## config.mk

```make
export PLATFORM = sky130hd
export DESIGN_NAME = melody_player
export DESIGN_NICKNAME = d
export VERILOG_FILES = /design/src/rtl/melody_pkg.sv /design/src/rtl/tone_gen.sv /design/src/rtl/melody_player.sv
export SDC_FILE = /design/constraint.sdc
export NUM_CORES = 1
export LEC_CHECK = 0
export ABC_CLOCK_PERIOD_IN_PS = 11010
export CELL_PAD_IN_SITES_DETAIL_PLACEMENT = 0
export CELL_PAD_IN_SITES_GLOBAL_PLACEMENT = 2
export CORE_MARGIN = 2
export CORE_UTILIZATION = 42
export DETAILED_ROUTE_END_ITERATION = 16
export GPL_TIMING_DRIVEN = 0
export HOLD_SLACK_MARGIN = 0.03
export PLACE_DENSITY = 0.94
export SLEW_MARGIN = 20
export SYNTH_ARGS = -nofsm -noshare
export SYNTH_HDL_FRONTEND = slang
export SYNTH_SLANG_ARGS = --single-unit
```

## constraint.sdc

```tcl
create_clock -name sys_clk -period 11.01 [get_ports sys_clk]
set_input_delay 1.6515 -clock sys_clk [delete_from_list [all_inputs] [get_ports sys_clk]]
set_output_delay 1.6515 -clock sys_clk [all_outputs]
set_load 0.005 [all_outputs]
```

## src/rtl/melody_pkg.sv

```systemverilog
`timescale 1ns/1ps
// Shared definitions for the melody player: note codes, FSM states, the 50 MHz
// tone-period table and the helper that turns a note code into a shifted period.
package melody_pkg;

    localparam int PERIOD_W = 18;

    localparam logic [3:0] REST = 4'd0;
    localparam logic [3:0] DO   = 4'd1;
    localparam logic [3:0] RE   = 4'd2;
    localparam logic [3:0] MI   = 4'd3;
    localparam logic [3:0] FA   = 4'd4;
    localparam logic [3:0] SO   = 4'd5;
    localparam logic [3:0] LA   = 4'd6;
    localparam logic [3:0] TI   = 4'd7;

    // Entry 0 is the rest; a zero period keeps the PWM low for the whole slot.
    localparam logic [PERIOD_W-1:0] TONE_PERIOD [8] = '{
        18'd0, 18'd190_840, 18'd170_068, 18'd151_515,
        18'd143_266, 18'd127_551, 18'd113_636, 18'd101_214
    };

    typedef enum logic {
        S_IDLE = 1'b0,
        S_PLAY = 1'b1
    } state_e;

    function automatic logic [PERIOD_W-1:0] period_of(input logic [3:0]  code,
                                                       input int unsigned shift);
        logic [PERIOD_W-1:0] p;
        p = (code <= TI) ? TONE_PERIOD[code[2:0]] : '0;
        return (shift >= PERIOD_W) ? '0 : (p >> shift);
    endfunction

endpackage

```

## src/rtl/tone_gen.sv

```systemverilog
`timescale 1ns/1ps
// Square-wave tone generator: free-running counter over 0..period-1 with a
// registered PWM compare against high_cnt.
module tone_gen
    import melody_pkg::*;
(
    input  logic                sys_clk,
    input  logic                sys_rst,
    input  logic                restart,
    input  logic [PERIOD_W-1:0] period,
    input  logic [PERIOD_W-1:0] high_cnt,
    input  logic                en,
    output logic                pwm
);

    localparam logic [PERIOD_W:0] ONE_W = 1;

    logic [PERIOD_W-1:0] cnt_q, cnt_d;
    logic [PERIOD_W:0]   cnt_inc;
    logic                pwm_q, pwm_d;

    // NOTE: every signal assigned here gets a default first, so no path leaves it unassigned and no latch is inferred.
    always_comb begin
        cnt_inc = {1'b0, cnt_q} + ONE_W;
        cnt_d   = cnt_inc[PERIOD_W-1:0];
        pwm_d   = en && (cnt_q < high_cnt);
        // Extra bit in the compare keeps P=0 and P=1 pinned at count 0.
        if (restart || (cnt_inc >= {1'b0, period})) begin
            cnt_d = '0;
        end
    end

    // NOTE: sequential state uses <= so all flops sample the pre-edge values together.
    always_ff @(posedge sys_clk or posedge sys_rst) begin
        if (sys_rst) begin
            cnt_q <= '0;
            pwm_q <= 1'b0;
        end else begin
            cnt_q <= cnt_d;
            pwm_q <= pwm_d;
        end
    end

    assign pwm = pwm_q;

endmodule

```

## src/rtl/melody_player.sv

```systemverilog
`timescale 1ns/1ps
// Parametrised melody player: steps through packed note codes, one slot every
// NOTE_CYCLES clocks, driving a PWM buzzer with runtime octave and volume.
module melody_player
    import melody_pkg::*;
#(
    parameter int unsigned NOTE_CYCLES  = 25_000_000,
    parameter int unsigned SEQ_LEN      = 7,
    parameter logic [63:0] SEQ          = 64'h0000_0000_0765_4321,
    parameter int unsigned PERIOD_SHIFT = 0
) (
    input  logic       sys_clk,
    input  logic       sys_rst,
    input  logic       start,
    input  logic       stop,
    input  logic       loop_en,
    input  logic [1:0] octave,
    input  logic [1:0] volume,
    output logic       busy,
    output logic [3:0] note_idx,
    output logic       done,
    output logic       out
);

    localparam logic [25:0]         LAST_CNT   = 26'(NOTE_CYCLES - 1);
    localparam logic [3:0]          LAST_IDX   = 4'(SEQ_LEN - 1);
    localparam logic [PERIOD_W-1:0] MIN_PERIOD = 2;

    state_e              state_q, state_d;
    logic [25:0]         note_cnt_q, note_cnt_d;
    logic [3:0]          idx_q, idx_d;
    logic                done_q, done_d;
    logic [PERIOD_W-1:0] period_q, period_d;
    logic [PERIOD_W-1:0] high_q, high_d;
    logic                mute_q, mute_d;
    logic                slot_load;
    logic [3:0]          next_code;
    logic [PERIOD_W-1:0] next_period;
    logic                tone_en;
    logic                tone_restart;
    logic                pwm;

    // FSM, note timer and slot index.
    always_comb begin
        state_d    = state_q;
        note_cnt_d = note_cnt_q;
        idx_d      = idx_q;
        done_d     = 1'b0;
        slot_load  = 1'b0;
        case (state_q)
            S_IDLE: begin
                if (start && !stop) begin
                    state_d    = S_PLAY;
                    note_cnt_d = '0;
                    idx_d      = '0;
                    slot_load  = 1'b1;
                end
            end
            S_PLAY: begin
                if (stop) begin
                    state_d    = S_IDLE;
                    note_cnt_d = '0;
                    idx_d      = '0;
                end else if (note_cnt_q == LAST_CNT) begin
                    note_cnt_d = '0;
                    if (idx_q < LAST_IDX) begin
                        idx_d     = idx_q + 4'd1;
                        slot_load = 1'b1;
                    end else if (loop_en) begin
                        idx_d     = '0;
                        slot_load = 1'b1;
                    end else begin
                        state_d = S_IDLE;
                        idx_d   = '0;
                        done_d  = 1'b1;
                    end
                end else begin
                    note_cnt_d = note_cnt_q + 26'd1;
                end
            end
            default: state_d = S_IDLE;
        endcase
    end

    // Octave and volume are captured only when a slot starts, so mid-note changes wait for the boundary.
    always_comb begin
        next_code   = SEQ[{idx_d, 2'b00} +: 4];
        next_period = period_of(next_code, PERIOD_SHIFT + 32'(octave));
        period_d    = period_q;
        high_d      = high_q;
        mute_d      = mute_q;
        if (state_d == S_IDLE) begin
            period_d = '0;
            high_d   = '0;
            mute_d   = 1'b0;
        end else if (slot_load) begin
            period_d = next_period;
            high_d   = (next_period >> 1) >> volume;
            mute_d   = (next_code == REST) || (volume == 2'd3) || (next_period < MIN_PERIOD);
        end
    end

    always_ff @(posedge sys_clk or posedge sys_rst) begin
        if (sys_rst) begin
            state_q    <= S_IDLE;
            note_cnt_q <= '0;
            idx_q      <= '0;
            done_q     <= 1'b0;
            period_q   <= '0;
            high_q     <= '0;
            mute_q     <= 1'b0;
        end else begin
            state_q    <= state_d;
            note_cnt_q <= note_cnt_d;
            idx_q      <= idx_d;
            done_q     <= done_d;
            period_q   <= period_d;
            high_q     <= high_d;
            mute_q     <= mute_d;
        end
    end

    // Gating with the next state drops the pin on the same edge that leaves PLAY.
    assign tone_en      = (state_q == S_PLAY) && (state_d == S_PLAY) && !mute_q;
    assign tone_restart = slot_load || (state_d == S_IDLE);

    tone_gen u_tone (
        .sys_clk  (sys_clk),
        .sys_rst  (sys_rst),
        .restart  (tone_restart),
        .period   (period_q),
        .high_cnt (high_q),
        .en       (tone_en),
        .pwm      (pwm)
    );

    assign busy     = (state_q == S_PLAY);
    assign note_idx = idx_q;
    assign done     = done_q;
    assign out      = pwm;

endmodule

```

==> flow_metrics.env, run 1 <==
export IMPL_status="complete, no violations"
export IMPL_grt_first_pass_wirelength_um=31800
export IMPL_r2r_end="high_q[14]$_DFFE_PP0P_"
export IMPL_cp_slowest_stage_delay_ps=540
export IMPL_cts_buffers=9
export IMPL_ys_types=87
export IMPL_busiest_layer="met2"
export IMPL_die_area_sq_um=16500
export IMPL_clock_skew_ps=10.8
export IMPL_grt_max_degree=51
export IMPL_die_h_um=128
export IMPL_setup_viol=0
export IMPL_path_cells="clkdlybuf4s50_1, nor2b_1, o31a_1, buf_2, o21ai_4, inv_4, clkbuf_1, ha_1, inv_1, clkbuf_1, o211a_1, clkbuf_1, xnor2_1, mux2i_1, nor3_1, mux2i_1, o21ai_1, a22o_1"
export IMPL_post_cts_resized=0
export IMPL_synth_xor_area_share_pct=4.18
export IMPL_synthToLayoutAreaGrowth_pct=10.6
export IMPL_synth_edf_count=0
export IMPL_ir_drop_mv=0.0741
export IMPL_clkLatencyLatePin_ps=350
export IMPL_yosys_area_share_simple_pct=20.8
export IMPL_yosys_top_cells_area="dfrtp_1, ha_1, nand2_1"
export IMPL_dp_hpwl_um=14900
export IMPL_worstSetupPathType="in -> reg"
export IMPL_synth_top_area_share_pct=33.5
export IMPL_die_x_um=128
export IMPL_vias=6084
export IMPL_ys_ff_latch=87
export IMPL_slew_viol_final=0
export IMPL_drt_pass1_iterations=5
export IMPL_clkTransAtPathRegs_ps=60
export IMPL_syn_area_per_cell_sq_um=8.50
export IMPL_cts_tree="done"
export IMPL_hold_buffers=0
export IMPL_cp_num_buf_inv=7
export IMPL_critical_path_endpoint="high_q[14]$_DFFE_PP0P_"
export IMPL_slew_headroom_pct=43.4
export IMPL_crit_family="buffers and inverters"
export IMPL_synthCells=764
export IMPL_avgViaCountPerCell=6.20
export IMPL_p_per_area_nw_per_um2=124
export IMPL_synth_compound_area_share_pct=26.9
export IMPL_gp_congestion=0.950
export IMPL_slowest_stage="clkbuf_1"
export IMPL_grt_usage_pct=24.6
export IMPL_finalCritPeriodShare_pct=56.6
export IMPL_fillCellCount=1450
export IMPL_worst_path_max_fanout=12
export IMPL_leakagePower_nw=3.02
export IMPL_synth_area_leader_cell="dfrtp_1"
export IMPL_synth_main_ff_cell="dfrtp_1"
export IMPL_synth_top_family_by_area="compound AO/OA/AOI/OAI gates"
export IMPL_tns_ps=0
export IMPL_crit_arrival_ps=6510
export IMPL_async_flop_share_pct=100
export IMPL_pin_count=16
export IMPL_required_ps=11290
export IMPL_crit_path_start="stop"
export IMPL_reg2reg_depth=19
export IMPL_io_buffers=13
export IMPL_wire_per_inst_um=20.0
export IMPL_cp_end_kind="register"
export IMPL_fin_crit_ps=6230
export IMPL_synth_warnings=0
export IMPL_tightest_slew_ps=849
export IMPL_synth_seq_area_share_pct=33.5
export IMPL_cts_root_buf="clkbuf_16"
export IMPL_cts_sink_count=87
export IMPL_core_area_sq_um=15100
export IMPL_synth_nets=812
export IMPL_finish_utilization_pct=47.4
export IMPL_start_util_pct=42.9
export IMPL_ant_nets=0
export IMPL_drt_initial_drc_count=424
export IMPL_hold_viol=0
export IMPL_htreeDepth=3
export IMPL_core_rowCount=45
export IMPL_rsz0062_at_grt="false"
export IMPL_wl_um=19600
export IMPL_worstSetupStartpointType="primary input"
export IMPL_n_antenna_cell=0
export IMPL_min_path_type="reg -> reg"
export IMPL_clock_fmax_mhz=161
export IMPL_nets=837
export IMPL_use_met3_pct=2.80
export IMPL_use_met2_pct=41.3
export IMPL_gr_usage_met1_pct=33.4
export IMPL_synthAdderAreaFrac_pct=7.69
export IMPL_clockBufferDepth=2
export IMPL_syn_area_sq_um=6490
export IMPL_antenna_found_initial=0
export IMPL_cap_violations=0
export IMPL_drc=0
export IMPL_crit_top_cell="clkbuf_1"
export IMPL_overflow=0
export IMPL_synth_mux_area_share_pct=1.23
export IMPL_r2r_start="note_cnt_q[0]$_DFFE_PP0P_"
export IMPL_cts_setup_buffers=0
export IMPL_grt_pass1_vias=5937
export IMPL_regToRegSetupSlack_ps=5870
export IMPL_cp_depth=18
export IMPL_drive_above_1_share_pct=7.05
[final cells by class]
type,instances,area [sq um],area share (%)
tap,188,235,3.28
clock inverter,5,57.6,0.802
inverter,49,189,2.63
clock buffer,11,243,3.38
timing repair buffer,14,150,2.09
multi-input combinational,582,3950,55.0
sequential,87,2180,30.3
buffer,46,180,2.51
[cells by family (layout without fill, tap and decap cells)]
family	count (synthesis)	count (layout)
flip-flops	87	87
XOR/XNOR	31	31
multiplexers	8	8
buffers and inverters	95	125
adder cells (fa/ha/maj)	40	40
AO/OA/AOI/OAI	245	245
AND/OR/NAND/NOR	258	258
[where the power goes]
group          switching, W  internal (W)
Combinational      0.000150     0.0000820
Clock              0.000132      0.000182
Sequential       0.00000820      0.000333
Total              0.000290      0.000597
[per-stage QoR]
stage	instances	area, sq um	hold WS, ps	total power, W	setup slack, ps
finish	982	7180	504	0.000887	4780
global route	982	7180	531	0.000928	4530
global placement	965	6860	484	0.000572	4450
CTS	982	7180	507	0.000887	4830
detailed placement	966	6880	490	0.000575	4460
floorplan	764	6490	451	0.000504	6150
[worst register-to-register path, stage by stage, from the launching register on]
cell	delay (ps)
dfrtp_1	390
ha_1	200
and3_1	290
nand2_1	200
o31a_1	340
buf_2	210
o21ai_4	380
inv_4	120
clkbuf_1	340
ha_1	400
inv_1	70
clkbuf_1	410
o211a_1	280
clkbuf_1	380
xnor2_1	170
mux2i_1	90
nor3_1	350
mux2i_1	170
o21ai_1	160
a22o_1	140
[synth_stat cells, drive strengths merged (20+ instances only)]
cell type	count
nand3	26
o21ai	68
nand2	73
clkbuf	35
inv	49
dfrtp	87
nor3	20
a21oi	49
nor2	59
xnor2	20
ha	39
[state kept, by name, summed over array words and instances, names as in the netlist]
| signal | flops |
|---|---|
| note_idx | 4 |
| period_q | 18 |
| u_tone.cnt_q | 18 |
| note_cnt_q | 26 |
| busy | 1 |
| done | 1 |
| high_q | 17 |
| u_tone.pwm | 1 |
| mute_q | 1 |
[worst min-delay path by stage]
stage / cells after the start / slack [ps] / end / from
finish: 2 / 500 / mute_q$_DFFE_PP0P_ / mute_q$_DFFE_PP0P_
global route: 1 / 530 / high_q[14]$_DFFE_PP0P_ / high_q[14]$_DFFE_PP0P_
CTS: 2 / 510 / high_q[3]$_DFFE_PP0P_ / high_q[3]$_DFFE_PP0P_
detailed placement: 2 / 490 / high_q[3]$_DFFE_PP0P_ / high_q[3]$_DFFE_PP0P_
global placement: 1 / 480 / note_cnt_q[4]$_DFFE_PP0P_ / note_cnt_q[4]$_DFFE_PP0P_
floorplan: 2 / 450 / mute_q$_DFFE_PP0P_ / mute_q$_DFFE_PP0P_
[cell usage in the layout, fill, tap and decap left out, drive strengths merged, types with 4 or more instances in the layout]
cell type      synthesis  final
nor2                  59     59
or3                   10     10
nand2b                 9      9
xnor2                 20     20
and2                   4      4
o21ai                 68     68
a2111oi                4      4
o21a                   4      4
o211ai                 6      6
clkinv                 0      4
a211oi                 4      4
dfrtp                 87     87
nor3                  20     20
mux2i                  8      8
a21o                  14     14
a22o                   6      6
xor2                  11     11
inv                   49     49
a31oi                  6      6
buf                   11     12
o22ai                 11     11
a21oi                 49     49
and3                  18     18
clkdlybuf4s50          0     13
nor4                   6      6
a221o                  6      6
o31ai                  6      6
nand2                 73     73
nand3                 26     26
nand4                 12     12
nor2b                  6      6
o221ai                 9      9
clkbuf                35     46
a21boi                18     18
ha                    39     39
nor4b                  6      6
[per-layer routing]
metal	vias up	share of wire (%)	wire, um
li1	2847	-	-
met1	3013	45	8910
met2	191	48	9440
met3	33	4.5	873
met4	0	1.9	373
met5	-	0	0
(Power assumes the default switching activity.)
==> run 2, diff against run 1 <==
Settings changed: ABC_CLOCK_PERIOD_IN_PS 11010 to 5600, CORE_UTILIZATION 42 to 36, PLACE_DENSITY 0.94 to 0.86.
Clock period 11.01 ns to 5.6 ns, I/O delays scaled along.
==> flow_metrics.env, run 2 (synthesized netlist as in run 1, its figures left out) <==
export IMPL_status="complete, no violations"
export IMPL_reg2reg_depth=16
export IMPL_cts_sink_count=87
export IMPL_worst_path_max_fanout=10
export IMPL_grt_first_pass_wirelength_um=33000
export IMPL_hold_viol=0
export IMPL_required_ps=5890
export IMPL_power_w=0.00178
export IMPL_rsz0062_at_grt="false"
export IMPL_timing_hold_ws_ps=498
export IMPL_wl_um=20300
export IMPL_cts_tree="done"
export IMPL_clock_fmax_mhz=197
export IMPL_whs_endpoint="high_q[7]$_DFFE_PP0P_"
export IMPL_mostFrequentLayoutCell="dfrtp_1"
export IMPL_grt_max_degree=48
export IMPL_drive_above_1_share_pct=7.06
export IMPL_hp_start="high_q[7]$_DFFE_PP0P_"
export IMPL_start_util_pct=36.4
export IMPL_slew_viol_final=0
export IMPL_r2r_end="high_q[14]$_DFFE_PP0P_"
export IMPL_worstSetupStartpointType="primary input"
export IMPL_cap_violations=0
export IMPL_die_h_um=138
export IMPL_pin_count=16
export IMPL_grt_pass1_vias=6047
export IMPL_largest_reg_flops=26
export IMPL_setup_viol=0
export IMPL_nets=836
export IMPL_die_x_um=138
export IMPL_tightest_slew_ps=906
export IMPL_p_per_area_nw_per_um2=246
export IMPL_largest_register="note_cnt_q"
export IMPL_clkTransAtPathRegs_ps=70
export IMPL_drt_initial_drc_count=530
export IMPL_r2r_start="note_cnt_q[0]$_DFFE_PP0P_"
export IMPL_cts_buffers=9
export IMPL_htreeDepth=3
export IMPL_regToRegSetupSlack_ps=600
export IMPL_fillCellCount=1803
export IMPL_core_area_sq_um=17800
export IMPL_dp_hpwl_um=15300
export IMPL_hold_path_depth=1
export IMPL_reg_top3="note_cnt_q (26), period_q (18), u_tone.cnt_q (18)"
export IMPL_hold_buffers=0
export IMPL_mostFrequentLayoutCells="dfrtp_1, nand2_1, nor2_1, o21ai_0, a21oi_1"
export IMPL_ant_nets=0
export IMPL_n_antenna_cell=0
export IMPL_slew_headroom_pct=39.6
export IMPL_clockBufferDepth=2
export IMPL_fin_crit_ps=5070
export IMPL_io_buffers=13
export IMPL_cts_root_buf="clkbuf_16"
export IMPL_finalCritPeriodShare_pct=90.5
export IMPL_min_path_type="reg -> reg"
export IMPL_crit_arrival_ps=5360
export IMPL_clkLatencyLatePin_ps=350
export IMPL_synthToLayoutAreaGrowth_pct=11.8
export IMPL_core_rowCount=49
export IMPL_avgViaCountPerCell=5.89
export IMPL_drc=0
export IMPL_gp_congestion=0.925
export IMPL_worstSetupPathType="in -> reg"
export IMPL_overflow=0
export IMPL_leakagePower_nw=3.03
export IMPL_vias=6019
export IMPL_antenna_found_initial=0
export IMPL_cts_setup_buffers=0
export IMPL_die_area_sq_um=19100
export IMPL_cp_end_kind="register"
export IMPL_drt_pass1_iterations=5
export IMPL_clock_skew_ps=12.0
export IMPL_wire_per_inst_um=19.8
export IMPL_ir_drop_mv=0.195
export IMPL_grt_usage_pct=21.4
-- run 2: metal layers --
| metal | share of wire [%] | track usage [%] | up-vias |
|---|---|---|---|
| met1 | 46 | 29.1 | 2953 |
| met5 | 0 | 0 | - |
| met3 | 4.7 | 3.46 | 36 |
| li1 | - | - | 2837 |
| met4 | 1.9 | 6.77 | 0 |
| met2 | 47 | 35.0 | 193 |
-- run 2: what timing repair did --
| action | in CTS | in global routing |
|---|---|---|
| setup endpoints to repair | 0 | 12 |
| resized for setup | 0 | 0 |
| endpoints found under the hold margin | 0 | 0 |
-- run 2: through the flow --
step / instance area [sq um] / util, % / setup slack, ps / instances / TNS, ps
floorplan: 6490 / - / 1550 / 764 / 0
global placement: 6910 / 38.7 / -277 / 1006 / -1480
detailed placement: 6940 / 38.9 / -274 / 1007 / -1310
CTS: 7260 / 40.7 / 70.5 / 1023 / 0
global route: 7260 / 40.7 / 44.6 / 1022 / 0
finish: 7260 / 40.7 / 530 / 1022 / 0
-- run 2: power breakdown --
part	switching [W]	total, W	internal [W]	leakage (nW)
Sequential	0.0000162	0.000671	0.000654	1.20
Clock	0.000253	0.000657	0.000403	0.156
Combinational	0.000296	0.000457	0.000161	1.67
Total	0.000566	0.00178	0.00122	3.03
-- run 2: worst max path at each step --
stage / startpoint / end / cells after the start / slack (ps)
3_5_place_dp: stop / high_q[14]$_DFFE_PP0P_ / 18 / -270
6_report: stop / high_q[14]$_DFFE_PP0P_ / 15 / 530
2_1_floorplan: stop / high_q[14]$_DFFE_PP0P_ / 17 / 1550
4_1_cts: stop / high_q[14]$_DFFE_PP0P_ / 18 / 70
3_3_place_gp: stop / high_q[14]$_DFFE_PP0P_ / 18 / -280
5_1_grt: stop / high_q[14]$_DFFE_PP0P_ / 15 / 40
-- run 2: worst max-delay path, cell delays in order --
cell	delay [ps]
clkdlybuf4s50_1	500
nor2b_1	460
o31ai_2	330
o21ai_2	560
ha_1	340
inv_1	70
clkbuf_1	420
o211a_1	300
clkbuf_1	430
xnor2_1	180
mux2i_1	90
nor3_1	350
mux2i_1	180
o21ai_1	170
a22o_1	130
-- run 2: cell type report --
| cell class | count | area, sq um | share of cell area (%) |
|---|---|---|---|
| buffer | 45 | 176 | 2.43 |
| clock inverter | 5 | 81.3 | 1.12 |
| sequential | 87 | 2180 | 30.0 |
| multi-input combinational | 582 | 3950 | 54.4 |
| clock buffer | 11 | 243 | 3.34 |
| inverter | 49 | 189 | 2.60 |
| timing repair buffer | 14 | 158 | 2.17 |
| tap | 229 | 287 | 3.95 |
